[src/rtl/cache_drain_unit_pkg.sv]
// rtl/cache_drain_unit_pkg.sv - shared cache drain constants and FSM state type
//
// Purpose : the drain opcode, default line width and the drain FSM state
//           encoding that the cache drain logic and its neighbours agree on.
// Ports   : none (package).
package cache_drain_unit_pkg;

    // MEM-stage opcode that raises drain_req for one cycle.
    localparam logic [6:0] DRAIN_OPC = 7'h7F;

    // Default width of one cache / memory line.
    localparam int LINE_BITS_DEFAULT = 128;

    typedef enum logic [2:0] {
        IDLE = 3'd0,
        RD   = 3'd1,
        CHK  = 3'd2,
        WR   = 3'd3,
        CLR  = 3'd4,
        DONE = 3'd5
    } drain_state_t;

    // Decode helper for the MEM stage that produces drain_req.
    function automatic logic is_drain_opcode(input logic [6:0] opc);
        return opc == DRAIN_OPC;
    endfunction

endpackage

[src/rtl/cache_drain_unit.sv]
// rtl/cache_drain_unit.sv - walks a direct-mapped cache and writes back dirty lines
//
// Purpose : on a one-cycle drain_req the unit visits every cache line once in
//           ascending order, writes each valid+dirty line to memory, and pulses
//           arr_clr so the array drops the dirty bit (and valid when the array
//           is built with INVALIDATE=1). The pipeline is stalled while busy.
// Ports   :
//   clock, reset           rising-edge clock, synchronous active-high reset
//   drain_req              one-cycle drain request from the MEM stage
//   busy                   drain in progress (pipeline stall)
//   drain_done             one-cycle pulse when the drain finishes
//   arr_idx                cache array read/update index
//   arr_valid, arr_dirty   line state, registered one cycle after arr_idx
//   arr_tag, arr_data      line tag and data, same timing as arr_valid
//   arr_clr                clear dirty (and valid) of line arr_idx this cycle
//   mem_req, mem_addr,     line write request towards memory, held until
//   mem_wdata, mem_ready     accepted in a cycle with mem_req && mem_ready
//   lines_written          number of lines written back by the last drain
module cache_drain_unit
    import cache_drain_unit_pkg::*;
#(
    parameter int NUM_LINES  = 4,
    parameter int LINE_BITS  = LINE_BITS_DEFAULT,
    parameter int TAG_BITS   = 26,
    parameter int INVALIDATE = 0,
    localparam int IDX_BITS   = $clog2(NUM_LINES),
    localparam int LADDR_BITS = TAG_BITS + IDX_BITS
) (
    input  logic                  clock,
    input  logic                  reset,
    input  logic                  drain_req,
    output logic                  busy,
    output logic                  drain_done,
    output logic [IDX_BITS-1:0]   arr_idx,
    input  logic                  arr_valid,
    input  logic                  arr_dirty,
    input  logic [TAG_BITS-1:0]   arr_tag,
    input  logic [LINE_BITS-1:0]  arr_data,
    output logic                  arr_clr,
    output logic                  mem_req,
    output logic [LADDR_BITS-1:0] mem_addr,
    output logic [LINE_BITS-1:0]  mem_wdata,
    input  logic                  mem_ready,
    output logic [IDX_BITS:0]     lines_written
);

    // The array itself applies the INVALIDATE behaviour on arr_clr; this
    // unit only checks that the build parameters make sense.
    generate
        if (NUM_LINES < 2 || (NUM_LINES & (NUM_LINES - 1)) != 0) begin : g_bad_lines
            $error("cache_drain_unit: NUM_LINES must be a power of two >= 2");
        end
        if (INVALIDATE != 0 && INVALIDATE != 1) begin : g_bad_inval
            $error("cache_drain_unit: INVALIDATE must be 0 or 1");
        end
    endgenerate

    drain_state_t        state;
    logic [IDX_BITS-1:0] idx;
    logic                last_line;

    // The index stops at the last line instead of wrapping, so the final
    // visit leads to DONE and never back to line 0.
    assign last_line = (idx == IDX_BITS'(NUM_LINES - 1));
    assign arr_idx   = idx;

    always_ff @(posedge clock) begin
        if (reset) begin
            state         <= IDLE;
            idx           <= '0;
            busy          <= 1'b0;
            drain_done    <= 1'b0;
            mem_req       <= 1'b0;
            arr_clr       <= 1'b0;
            lines_written <= '0;
            mem_addr      <= '0;
            mem_wdata     <= '0;
        end else begin
            case (state)
                IDLE: begin
                    // Requests arriving in any other state are dropped.
                    if (drain_req) begin
                        state         <= RD;
                        idx           <= '0;
                        lines_written <= '0;
                        busy          <= 1'b1;
                    end
                end

                RD: begin
                    // arr_idx is presented now; line state arrives next cycle.
                    state <= CHK;
                end

                CHK: begin
                    if (arr_valid && arr_dirty) begin
                        // Latch the line into the request registers so the
                        // request stays stable however long memory stalls.
                        state     <= WR;
                        mem_req   <= 1'b1;
                        mem_addr  <= {arr_tag, idx};
                        mem_wdata <= arr_data;
                    end else if (last_line) begin
                        state      <= DONE;
                        drain_done <= 1'b1;
                    end else begin
                        state <= RD;
                        idx   <= idx + 1'b1;
                    end
                end

                WR: begin
                    if (mem_ready) begin
                        state         <= CLR;
                        mem_req       <= 1'b0;
                        arr_clr       <= 1'b1;
                        lines_written <= lines_written + 1'b1;
                    end
                end

                CLR: begin
                    arr_clr <= 1'b0;
                    if (last_line) begin
                        state      <= DONE;
                        drain_done <= 1'b1;
                    end else begin
                        state <= RD;
                        idx   <= idx + 1'b1;
                    end
                end

                DONE: begin
                    // lines_written keeps its value until the next drain_req.
                    state      <= IDLE;
                    drain_done <= 1'b0;
                    busy       <= 1'b0;
                end

                default: begin
                    state      <= IDLE;
                    busy       <= 1'b0;
                    drain_done <= 1'b0;
                    mem_req    <= 1'b0;
                    arr_clr    <= 1'b0;
                end
            endcase
        end
    end

endmodule

[config.mk]
export PLATFORM = sky130hd
export DESIGN_NAME = cache_drain_unit
export DESIGN_NICKNAME = d
export VERILOG_FILES = /design/src/rtl/cache_drain_unit_pkg.sv /design/src/rtl/cache_drain_unit.sv
export SDC_FILE = /design/constraint.sdc
export NUM_CORES = 1
export LEC_CHECK = 0
export CORE_MARGIN = 4
export CORE_UTILIZATION = 39
export DETAILED_ROUTE_END_ITERATION = 8
export PLACE_DENSITY = 0.8
export SLEW_MARGIN = 25
export SYNTH_ARGS = -nofsm -noshare
export SYNTH_HDL_FRONTEND = slang
export SYNTH_SLANG_ARGS = --single-unit
[constraint.sdc]
create_clock -name clock -period 2.1 [get_ports clock]
set_clock_uncertainty 0.1 [all_clocks]
set_input_delay 0.42 -clock clock [delete_from_list [all_inputs] [get_ports clock]]
set_output_delay 0.42 -clock clock [all_outputs]
set_load 0.02 [all_outputs]
---- Word-level counts from Yosys, hierarchy flattened ----
Index checks and enable logic that the tools add are counted.
word-level totals
  register bits ........................... 168
  bits of input ports ..................... 160
  output and inout bits ................... 165
  word-level logic and storage cells ...... 63
operators by class
  $add $sub $neg .......................... 2
  eq/ne operators ......................... 10
  muxes and demuxes ....................... 22
  bitwise logic cells ..................... 4
  reduce and logical (&&, ||, !) cells .... 16
operator list
  operator                                                          count
  3-bit 2-to-1 mux                                                  6
  3-bit case mux with 5 select lines                                1
  4-bit OR reduction                                                3
  2-bit AND reduction                                               5
  3-bit AND reduction                                               3
  2-bit inequality test (second input constant)                     4
  3-bit by 2-bit == test with 1-bit output (second input constant)  2
  3-bit == test (second input constant)                             2
  1-bit 2-to-1 mux                                                  6
  2-bit 2-to-1 mux                                                  3
  1-bit case mux with 3 select lines                                2
  2-bit case mux with 3 select lines                                1
  3-bit case mux with 2 select lines                                1
  1-bit NOT                                                         4
  1-bit case mux with 2 select lines                                2
  3-bit by 1-bit adder with 3-bit output (second input constant)    1
  3-bit by 1-bit == test with 1-bit output (second input constant)  1
  3-bit zero test                                                   1
  3-bit nonzero test                                                1
  3-bit OR reduction                                                1
  2-bit by 1-bit adder with 2-bit output (second input constant)    1
  2-bit == test (second input constant)                             1
  2-bit nonzero test                                                1
  1-bit logical AND                                                 1

---- Longest topological paths before layout ----
Gate-level depths: netlist of the first run.
  depth after elaboration ................. 4
  mapped depth ............................ 7
  depth with buffers taken out ............ 5

---- Worst setup path before layout of the first run ----
OpenSTA, ideal clock, no wires.
  kind .................................... register -> register
  start point ............................. reg state[2]
  end point ............................... reg mem_addr[0]
  library setup time ...................... 0.132 ns
  arrival ................................. 1.311 ns
  required time ........................... 1.868 ns
  slack ................................... 0.557 ns
  cell stages (with the launch flop) ...... 8
  path buffers ............................ 3
  period minus slack after synthesis ...... 1.543 ns
  cells stage by stage .................... dfxtp_1 > buf_6 > or2_4 > or2_4 > buf_6 > buf_6 > nand2_1 > a21oi_1
between the ends
  word-level cells in the longest chain between the ends .. 2
ends and longest elaborated chain
  what                                      RTL line                 RTL
  start: declaration                        cache_drain_unit.sv:58   drain_state_t state;
  start signal: assignment                  cache_drain_unit.sv:69   state <= IDLE;
  start signal: assignment                  cache_drain_unit.sv:83   state <= RD;
  start signal: assignment                  cache_drain_unit.sv:92   state <= CHK;
  3-bit by 2-bit == test with 1-bit output  cache_drain_unit.sv:79   case (state)
  2-bit AND reduction (no source line)      n/a
  end signal: assignment                    cache_drain_unit.sv:101  mem_addr <= {arr_tag, idx};
  end: declaration                          cache_drain_unit.sv:41   output logic [LADDR_BITS-1:0] mem_addr,
Every way passes these cells.
A chain may end at the register's enable or synchronous reset.

---- Worst setup path after layout of the first run ----
  start point ............................. reg lines_written[0]
  end point ............................... out lines_written[0]
RTL lines
  what                      RTL line                 RTL
  start: declaration        cache_drain_unit.sv:44   output logic [IDX_BITS:0] lines_written
  start signal: assignment  cache_drain_unit.sv:117  lines_written <= lines_written + 1'b1;
No word-level cell between the ends.

==> impl_results.md, run 1 <==
- Post-Syn Instances: 753
- Worst Hold Class: in2reg
- CTS tree: yes
- RD Place Congestion: 0.796
- Final WL: about 19 mm
- First-pass GRT wire length: 29.6 mm
- Htree depth: 4
- Syn Area/Cell: about 8.1 um2
- Startpoint Class: register
- Yosys top cell area share: between 50% and 60%
- DR vias: 6022
- Antenna violations before repair: 0
- Syn. warnings: 0
- Mapped Area: 6100 um2
- Port bufs: between 300 and 400
- Fillers: 1290
- Final hold vios: 0
- Max-slew violations: 0
- Area Growth Syn to Fin: 64.1%
- Vias in the first global route: 5681
- Setup Fix Bufs, Post-CTS: 0
- Clock root cell: clkbuf_16
- Placement Setup Slack: -0.000755 ns
- Crit path buf inv count: 1
- Synth Area in Compound Gates: 15.3%
- F_max: about 0.50 GHz
- CTS sink cnt: roughly 170
- Syn nets: 915
- Mux contribution to synthesized area: 0.697%
- Critical Path Start: lines_written[0]$_SDFFE_PP0P_
- Unrepaired setup endpoints after global routing: no
- Worst-path maximum fanout: 4
- Initial Util: approximately two fifths
- Top FF cell, synth: dfxtp_1
- Largest family of logic cells by synthesized area: simple AND/OR/NAND/NOR gates
- CP max stage cell: clkdlybuf4s50_1
- Starting DRT DRC Count: 292
- Status: finished, final reports clean
- Arrival time at the worst endpoint: around 1.5 ns
- Critical R2R Launch: state[1]$_SDFFE_PP0P_
- Worst-Margin Slew: 0.372 ns
- Crit end category: output pin
- Post-synth top area cell: dfxtp_1
- Rows: 45
- Delay-heaviest family, CP: buffers and inverters
- Die H: 133 um
- I/O pin count: 325
- Utilization after layout: 65.6%
- DRT Pass-1 Iters: 6
- Post_cts resized: 0
- Die width: around 130 um
- # nets final: 1218
- EDFF count, synth: 0
- Crit-path cells: clkdlybuf4s50_1
- CTS clk-pin slew, worst paths: 0.06 ns
- Most frequent cell after synthesis: nand2_1
- Slowest Stage Delay on Critical Path: between 0.7 and 0.8 ns
- Total CTS buffers: 17
- Largest net degree at the start of global routing: 60
- Post-synth ARST share: 0%
- Global router's overall resource usage: between 20% and 30%
- # hold bufs at CTS: 0
- Rel. slew slack: 74.6%
- DRT antenna net count: 0
- Clock buffer depth: 2
- Die Area: 17700 um2
- Ranking of synthesized cells by area: dfxtp_1 55%, nand2_1 19%, a21oi_1 13%, buf_6 3.1%, buf_4 2.0%
- Worst EP required: between 1.5 and 2 ns
- Max-cap viol count: 0
- Power per standard cell area: around 710 nW/um2
- Vias/cell: 4.70
- Hold path startpoint: reset
- Post-synth top cells: 315 x nand2_1, 168 x dfxtp_1, 163 x a21oi_1, 23 x clkbuf_1, 17 x buf_6
- Tcrit/Tclk final: just under 100%
- Layout cells sized above 1: 5.52%
- Post-route DRC: 0
- Post-synthesis register bit count: 168
- Hold slack: 0.295 ns
- Leak Pwr: 3.41 nW
- Post-DP HPWL: 13.9 mm
- Seq/Total Area, Yosys: a little under three fifths
- WS Path Type: reg2out
- N_diodes: 0
- Core area: 15300 um2
- Minimum clock period: between 2 and 2.5 ns
- Clock latency on the worst-skew pair: roughly 0.40 ns
- Setup ws final: about 0.084 ns
- Final Setup Violations: 0
- Post-Synth Simple-Gate Area: 21.5%
- Synth cell types: 31
- Drt wl/cell: 14.9 um
- Peak VDD IR: around 550 uV
- Synth Area in XOR/XNOR: 0%
- GRT overflow: 0
- Adder-cell share of the synthesized area: 0.410%
[power breakdown]
group	internal, W	switching, W
clock network	0.00188	0.00129
registers	0.00323	0.0000247
logic	0.000387	0.000249
total	0.00549	0.00157
[cells in the final DEF, fill, tap and decap left out, types with 2 or more instances in the layout]
cell / synthesis / layout
mux2_2: 2 / 2
or3b_2: 2 / 2
clkinv_2: 0 / 5
dfxtp_1: 168 / 168
o21ai_0: 2 / 2
clkbuf_16: 0 / 17
nand3_1: 3 / 3
nand2_1: 315 / 315
clkinv_4: 0 / 3
nor2_1: 8 / 8
inv_6: 0 / 3
ha_1: 2 / 2
buf_12: 0 / 6
bufinv_16: 0 / 3
a21oi_1: 163 / 163
a211oi_1: 3 / 3
nor3_1: 4 / 4
and3_1: 2 / 2
mux2i_1: 2 / 2
or2_4: 2 / 2
clkdlybuf4s50_1: 0 / 323
buf_4: 16 / 12
inv_1: 5 / 5
a2111oi_0: 2 / 2
[final cells by class]
cell class              instances  area, um2  area share [%]
repair buffers                341       3440            34.4
flip-flops and latches        168       3360            33.6
multi-input cells             523       2320            23.2
clock buffers                  17        425            4.25
well taps                     211        264            2.64
clock inverters                15        175            1.75
inverters                       5       18.8           0.188
[state kept, by name, summed over array words and instances, names as in the netlist]
| name | count |
|---|---|
| mem_wdata | 128 |
| mem_addr | 28 |
| lines_written | 3 |
| state | 3 |
| arr_idx | 2 |
| arr_clr | 1 |
| busy | 1 |
| drain_done | 1 |
| mem_req | 1 |
[metrics by stage]
stage | instances | power [W] | instance area (um2) | setup TNS, ns
CTS | 1280 | 0.00714 | 10000 | 0
global placement | 1248 | 0.00395 | 9410 | 0
floorplan | 753 | 0.00354 | 6100 | 0
detailed placement | 1248 | 0.00396 | 9410 | -0.000755
global route | 1280 | 0.00730 | 10000 | 0
finish | 1280 | 0.00706 | 10000 | 0
[kinds of logic after synthesis]
group | count (synthesis)
buf+inv | 62
mux | 4
fa+ha+maj | 2
compound gates | 178
simple gates | 339
flops | 168
[per-layer routing]
metal	track usage (%)	share of wire, %	vias up
li1	-	-	3044
met1	22.9	39	2726
met2	36.2	50	228
met3	7.87	9.3	24
met4	6.70	1.7	0
met5	0	0	-
[worst paths after layout]
path	end	cells past startpoint	slack, ns
hold reg to reg	mem_wdata[89]$_SDFFE_PP0P_	2	0.35
setup / recovery	lines_written[0]	1	0.08
hold / removal	mem_wdata[54]$_SDFFE_PP0P_	2	0.30
setup reg to reg	mem_wdata[125]$_SDFFE_PP0P_	6	0.42
No activity file was read; power rests on OpenSTA's default activity.
==> run 2: changes to the inputs <==
CELL_PAD_IN_SITES_DETAIL_PLACEMENT = 1   (was default)
CELL_PAD_IN_SITES_GLOBAL_PLACEMENT = 1   (was default)
CORE_UTILIZATION = 27   (was 39)
PLACE_DENSITY = default   (was 0.8)
PLACE_DENSITY_LB_ADDON = 0.1   (was default)
==> impl_results.md, run 2 (same netlist as run 1, synthesis figures left out) <==
- Status: finished, final reports clean (unchanged)
- Port bufs: 324 (unchanged)
- # hold bufs at CTS: 0 (unchanged)
- Crit-path cells: clkdlybuf4s50_1 (unchanged)
- Tcrit/Tclk final: 94.6% (was 96.0%)
- Rel. slew slack: 74.2% (was 74.6%)
- Unrepaired setup endpoints after global routing: no (unchanged)
- RD Place Congestion: 0.756 (was 0.796)
- Clock buffer depth: 2 (unchanged)
- Reg with most FFs: mem_wdata (unchanged)
- Utilization after layout: 46.2% (was 65.6%)
- Dpl cells: 1322 (was 1248)
- Die Area: 25100 um2 (was 17700 um2)
- WP depth: 1 (unchanged)
- Worst EP required: 1.58 ns (about the same)
- DRT Pass-1 Iters: 4 (was 6)
- N_diodes: 0 (unchanged)
- Worst-Margin Slew: 0.388 ns (was 0.372 ns)
- Vias/cell: 4.50 (was 4.70)
- Final hold vios: 0 (unchanged)
- GRT overflow: 0 (unchanged)
- Most common cell after layout, fill and taps aside: clkdlybuf4s50_1 (unchanged)
- Non-Filler Instances: 1354 (was 1280)
- Clock power share: 43.8% (was 44.9%)
- Reg2reg path depth: 5 (was 6)
- F_max: 0.503 GHz (was 0.496 GHz)
- Delay-heaviest family, CP: buffers and inverters (unchanged)
- Power per standard cell area: 682 nW/um2 (was 705 nW/um2)
- Post_cts resized: 0 (unchanged)
- Crit path buf inv count: 1 (unchanged)
- Die H: 158 um (was 133 um)
- CTS tree: yes (unchanged)
- Largest regs: mem_wdata (128), mem_addr (28) (unchanged)
- Net Sw Frac: 24.4% (was 22.2%)
- Total CTS buffers: 17 (unchanged)
- Total Power: 0.00694 W (was 0.00706 W)
- Final Setup Violations: 0 (unchanged)
- Crit end category: output pin (unchanged)
- I/O pin count: 325 (unchanged)
- Area Growth Syn to Fin: 66.8% (was 64.1%)
- DRT antenna net count: 0 (unchanged)
- Starting DRT DRC Count: 207 (was 292)
- Die width: 158 um (was 133 um)
- Worst-path maximum fanout: 4 (unchanged)
- Global router's overall resource usage: 16.5% (was 20.6%)
- Comb power frac: 9.4% (was 9.0%)
- First-pass GRT wire length: 32.7 mm (was 29.6 mm)
- Sw Pwr: 0.00169 W (was 0.00157 W)
- Worst Hold Class: in2reg (unchanged)
- Minimum clock period: 1.99 ns (was 2.02 ns)
- Core area: 22000 um2 (was 15300 um2)
- # nets final: 1223 (was 1218)
- Setup_tns: 0 ns (unchanged)
- Final WL: 21.5 mm (was 19.0 mm)
- Setup Fix Bufs, Post-CTS: 0 (unchanged)
- Hold Path Depth: 2 (unchanged)
- Slowest Stage Delay on Critical Path: 0.66 ns (was 0.71 ns)
- WS Path Type: reg2out (unchanged)
- Largest register FFs: 128 (unchanged)
- Layout cells sized above 1: 5.87% (was 5.52%)
- CTS clk-pin slew, worst paths: 0.07 ns (was 0.06 ns)
- Startpoint Class: register (unchanged)
- DR vias: 6093 (was 6022)
- Max-slew violations: 0 (unchanged)
- Antenna violations before repair: 0 (unchanged)
- Post-DP HPWL: 15.5 mm (was 13.9 mm)
- Max-cap viol count: 0 (unchanged)
- Commonest non-fill, non-tap cells in the layout: 323 x clkdlybuf4s50_1, 315 x nand2_1, 168 x dfxtp_1 (unchanged)
- CTS sink cnt: 168 (unchanged)
- Drt wl/cell: 15.9 um (was 14.9 um)
- Clock latency on the worst-skew pair: 0.41 ns (was 0.40 ns)
- Leak Pwr: 3.44 nW (was 3.41 nW)
- Initial Util: 27.7% (was 40.0%)
- Arrival time at the worst endpoint: 1.47 ns (was 1.50 ns)
- Clock root cell: clkbuf_16 (unchanged)
- Post-route DRC: 0 (unchanged)
- Htree depth: 4 (unchanged)
- CP max stage cell: clkdlybuf4s50_1 (unchanged)
- Sequential share of power: 46.9% (was 46.1%)
- Largest net degree at the start of global routing: 68 (was 60)
- Int Power: 0.00524 W (was 0.00549 W)
- Rows: 54 (was 45)
- Vias in the first global route: 5935 (was 5681)
- Peak VDD IR: 469 uV (was 555 uV)
==> run 2: power by group through the flow <==
stage | clock network, W | registers, W | logic (W)
after floorplan | 0 | 0.00337 | 0.000165
after global placement | 0 | 0.00332 | 0.000655
after detailed placement | 0 | 0.00333 | 0.000654
after CTS | 0.00316 | 0.00325 | 0.000658
after global routing | 0.00328 | 0.00326 | 0.000698
final | 0.00303 | 0.00325 | 0.000649
==> run 2: cell type report <==
| class | count | area (um2) |
|---|---|---|
| Clock inverter | 12 | 109 |
| Sequential cell | 168 | 3360 |
| Clock buffer | 20 | 457 |
| Inverter | 5 | 18.8 |
| Timing Repair Buffer | 346 | 3560 |
| Tap cell | 280 | 350 |
| Fill cell | 2597 | 11900 |
| Multi-Input combinational cell | 523 | 2320 |
==> run 2: final timing paths <==
path	start	to	slack, ns
worst max-delay path	arr_idx[0]$_SDFFE_PP0P_	arr_idx[0]	0.11
worst min-delay path	reset	lines_written[1]$_SDFFE_PP0P_	0.15
worst max register to register	state[0]$_SDFFE_PP0P_	mem_addr[1]$_SDFFE_PP0P_	0.47
worst min register to register	mem_wdata[49]$_SDFFE_PP0P_	mem_wdata[49]$_SDFFE_PP0P_	0.35
==> run 2: stage by stage <==
| step | instance area, um2 | hold slack, ns | setup slack [ns] |
|---|---|---|---|
| finish | 10200 | 0.153 | 0.113 |
| global route | 10200 | 0.141 | 0.0425 |
| CTS | 10200 | 0.136 | 0.0575 |
| detailed placement | 9610 | 0.346 | 0.00682 |
| global placement | 9610 | 0.340 | 0.0101 |
| floorplan | 6100 | 0.426 | 0.557 |
==> run 2: metal layers <==
metal  vias up  share of wire (%)  GRT usage (%)
met1      2852                 41           19.2
met3        14                8.2           6.39
li1       3059                  -              -
met4         0               0.74           3.90
met2       168                 50           28.6
met5         -                  0              0
==> run 3: changes to the inputs <==
CAP_MARGIN = 40   (was default)
CORE_MARGIN = default   (was 4)
SLEW_MARGIN = default   (was 25)
==> impl_results.md, run 3 (same netlist as run 1, synthesis figures left out) <==
- Reg with most FFs: mem_wdata (unchanged)
- Global router's overall resource usage: 17.7% (was 16.5%)
- Worst Hold Class: in2reg (unchanged)
- Startpoint Class: register (unchanged)
- Most common cell after layout, fill and taps aside: clkdlybuf4s50_1 (unchanged)
- Final WL: 20.6 mm (was 21.5 mm)
- Minimum clock period: 1.99 ns (about the same)
- Die width: 152 um (was 158 um)
- Post_cts resized: 0 (unchanged)
- CTS sink cnt: 168 (unchanged)
- Unrepaired setup endpoints after global routing: no (unchanged)
- Htree depth: 4 (unchanged)
- Rel. slew slack: 74.7% (was 74.2%)
- DR vias: 5965 (was 6093)
- Setup_tns: 0 ns (unchanged)
- Vias in the first global route: 5955 (was 5935)
- I/O pin count: 325 (unchanged)
- GRT overflow: 0 (unchanged)
- Final Setup Violations: 0 (unchanged)
- Status: complete, but fails checks (was finished, final reports clean)
- # hold bufs at CTS: 0 (unchanged)
- Port bufs: 324 (unchanged)
- Crit path buf inv count: 1 (unchanged)
- Leak Pwr: 3.44 nW (about the same)
- Tcrit/Tclk final: 95.0% (was 94.6%)
- Critical R2R Launch: state[0]$_SDFFE_PP0P_ (unchanged)
- Clock root cell: clkbuf_16 (unchanged)
- Antenna violations before repair: 0 (unchanged)
- Largest net degree at the start of global routing: 73 (was 68)
- Power per standard cell area: 689 nW/um2 (was 682 nW/um2)
- Crit end category: output pin (unchanged)
- Clock latency on the worst-skew pair: 0.42 ns (was 0.41 ns)
- N_diodes: 0 (unchanged)
- Layout cells sized above 1: 5.70% (was 5.87%)
- Clock buffer depth: 2 (unchanged)
- Worst-Margin Slew: 0.370 ns (was 0.388 ns)
- Slowest Stage Delay on Critical Path: 0.66 ns (about the same)
- Total Power: 0.00701 W (was 0.00694 W)
- Delay-heaviest family, CP: buffers and inverters (unchanged)
- Post-DP HPWL: 14.5 mm (was 15.5 mm)
- Total CTS buffers: 17 (unchanged)
- Area Growth Syn to Fin: 66.6% (was 66.8%)
- Failing checks: DRC
- # nets final: 1221 (was 1223)
- DRT antenna net count: 0 (unchanged)
- Vias/cell: 4.42 (was 4.50)
- Critical Path Start: lines_written[0]$_SDFFE_PP0P_ (was arr_idx[0]$_SDFFE_PP0P_)
- Largest register FFs: 128 (unchanged)
- Hold slack: 0.249 ns (was 0.153 ns)
- Max-cap viol count: 0 (unchanged)
- Die H: 152 um (was 158 um)
- Crit-path cells: clkdlybuf4s50_1 (unchanged)
- Die Area: 23200 um2 (was 25100 um2)
- Max-slew violations: 0 (unchanged)
- DRT Pass-1 Iters: 9 (was 4)
- CP max stage cell: clkdlybuf4s50_1 (unchanged)
- Commonest non-fill, non-tap cells in the layout: 323 x clkdlybuf4s50_1, 315 x nand2_1, 168 x dfxtp_1 (unchanged)
- First-pass GRT wire length: 32.5 mm (was 32.7 mm)
- Final hold vios: 0 (unchanged)
- RD Place Congestion: 0.710 (was 0.756)
- Post-route DRC: 25 (was 0)
- F_max: 0.501 GHz (was 0.503 GHz)
- Setup Fix Bufs, Post-CTS: 0 (unchanged)
- Core area: 22000 um2 (about the same)
- Arrival time at the worst endpoint: 1.47 ns (about the same)
- Rows: 54 (unchanged)
- Hold path startpoint: reset (unchanged)
- Initial Util: 27.8% (was 27.7%)
- Largest regs: mem_wdata (128), mem_addr (28) (unchanged)
- Non-Filler Instances: 1351 (was 1354)
- Starting DRT DRC Count: 285 (was 207)
- CTS clk-pin slew, worst paths: 0.07 ns (about the same)
- Dpl cells: 1320 (was 1322)
- Worst-path maximum fanout: 4 (unchanged)
- Worst EP required: 1.58 ns (about the same)
- Peak VDD IR: 479 uV (was 469 uV)
- Drt wl/cell: 15.3 um (was 15.9 um)
- Utilization after layout: 46.3% (was 46.2%)
- CTS tree: yes (unchanged)
- WS Path Type: reg2out (unchanged)
## run 3: cell count changes in the layout (fill, tap and decap cells not counted), sizes merged
cell and change:
inv +3, buf -2, clkbuf -2, clkinvlp -1
bufinv +1, clkinv -2
## run 3: power breakdown
| group | internal (W) | total, W | switching [W] | leakage, nW |
|---|---|---|---|---|
| Combinational | 0.000393 | 0.000648 | 0.000255 | 1.80 |
| Clock | 0.00170 | 0.00311 | 0.00141 | 0.284 |
| Sequential | 0.00323 | 0.00325 | 0.0000262 | 1.36 |
## run 3: final timing paths
path | to | slack (ns) | cells after the start
setup / recovery | lines_written[0] | 0.11 | 1
hold / removal | arr_clr$_SDFFE_PP0P_ | 0.25 | 2
setup reg to reg | mem_addr[8]$_SDFFE_PP0P_ | 0.43 | 5
hold reg to reg | mem_wdata[92]$_SDFFE_PP0P_ | 0.35 | 2
## run 3: area by class of cell
cell class / instances / area [um2]
fill: 2565 / 11800
timing repair buffer: 344 / 3540
sequential: 168 / 3360
multi-input combinational: 523 / 2320
clock buffer: 18 / 439
tap: 280 / 350
clock inverter: 13 / 131
inverter: 5 / 18.8
## run 3: metrics by stage
stage	cell area, um2	worst slack, ns
3_5_place_dp	9590	0.000865
3_3_place_gp	9590	0.00238
4_1_cts	10200	0.0899
2_1_floorplan	6100	0.557
6_report	10200	0.105
5_1_grt	10200	0.0430
## run 3: layer usage
layer / part of all wire, % / up-vias / GRT usage (%) / wire (um)
met5: 0 / - / 0 / 0
met4: 1.4 / 0 / 5.39 / 287
met3: 9.6 / 16 / 7.05 / 1980
met2: 47 / 194 / 28.9 / 9640
met1: 42 / 2705 / 21.4 / 8730
li1: - / 3050 / - / -
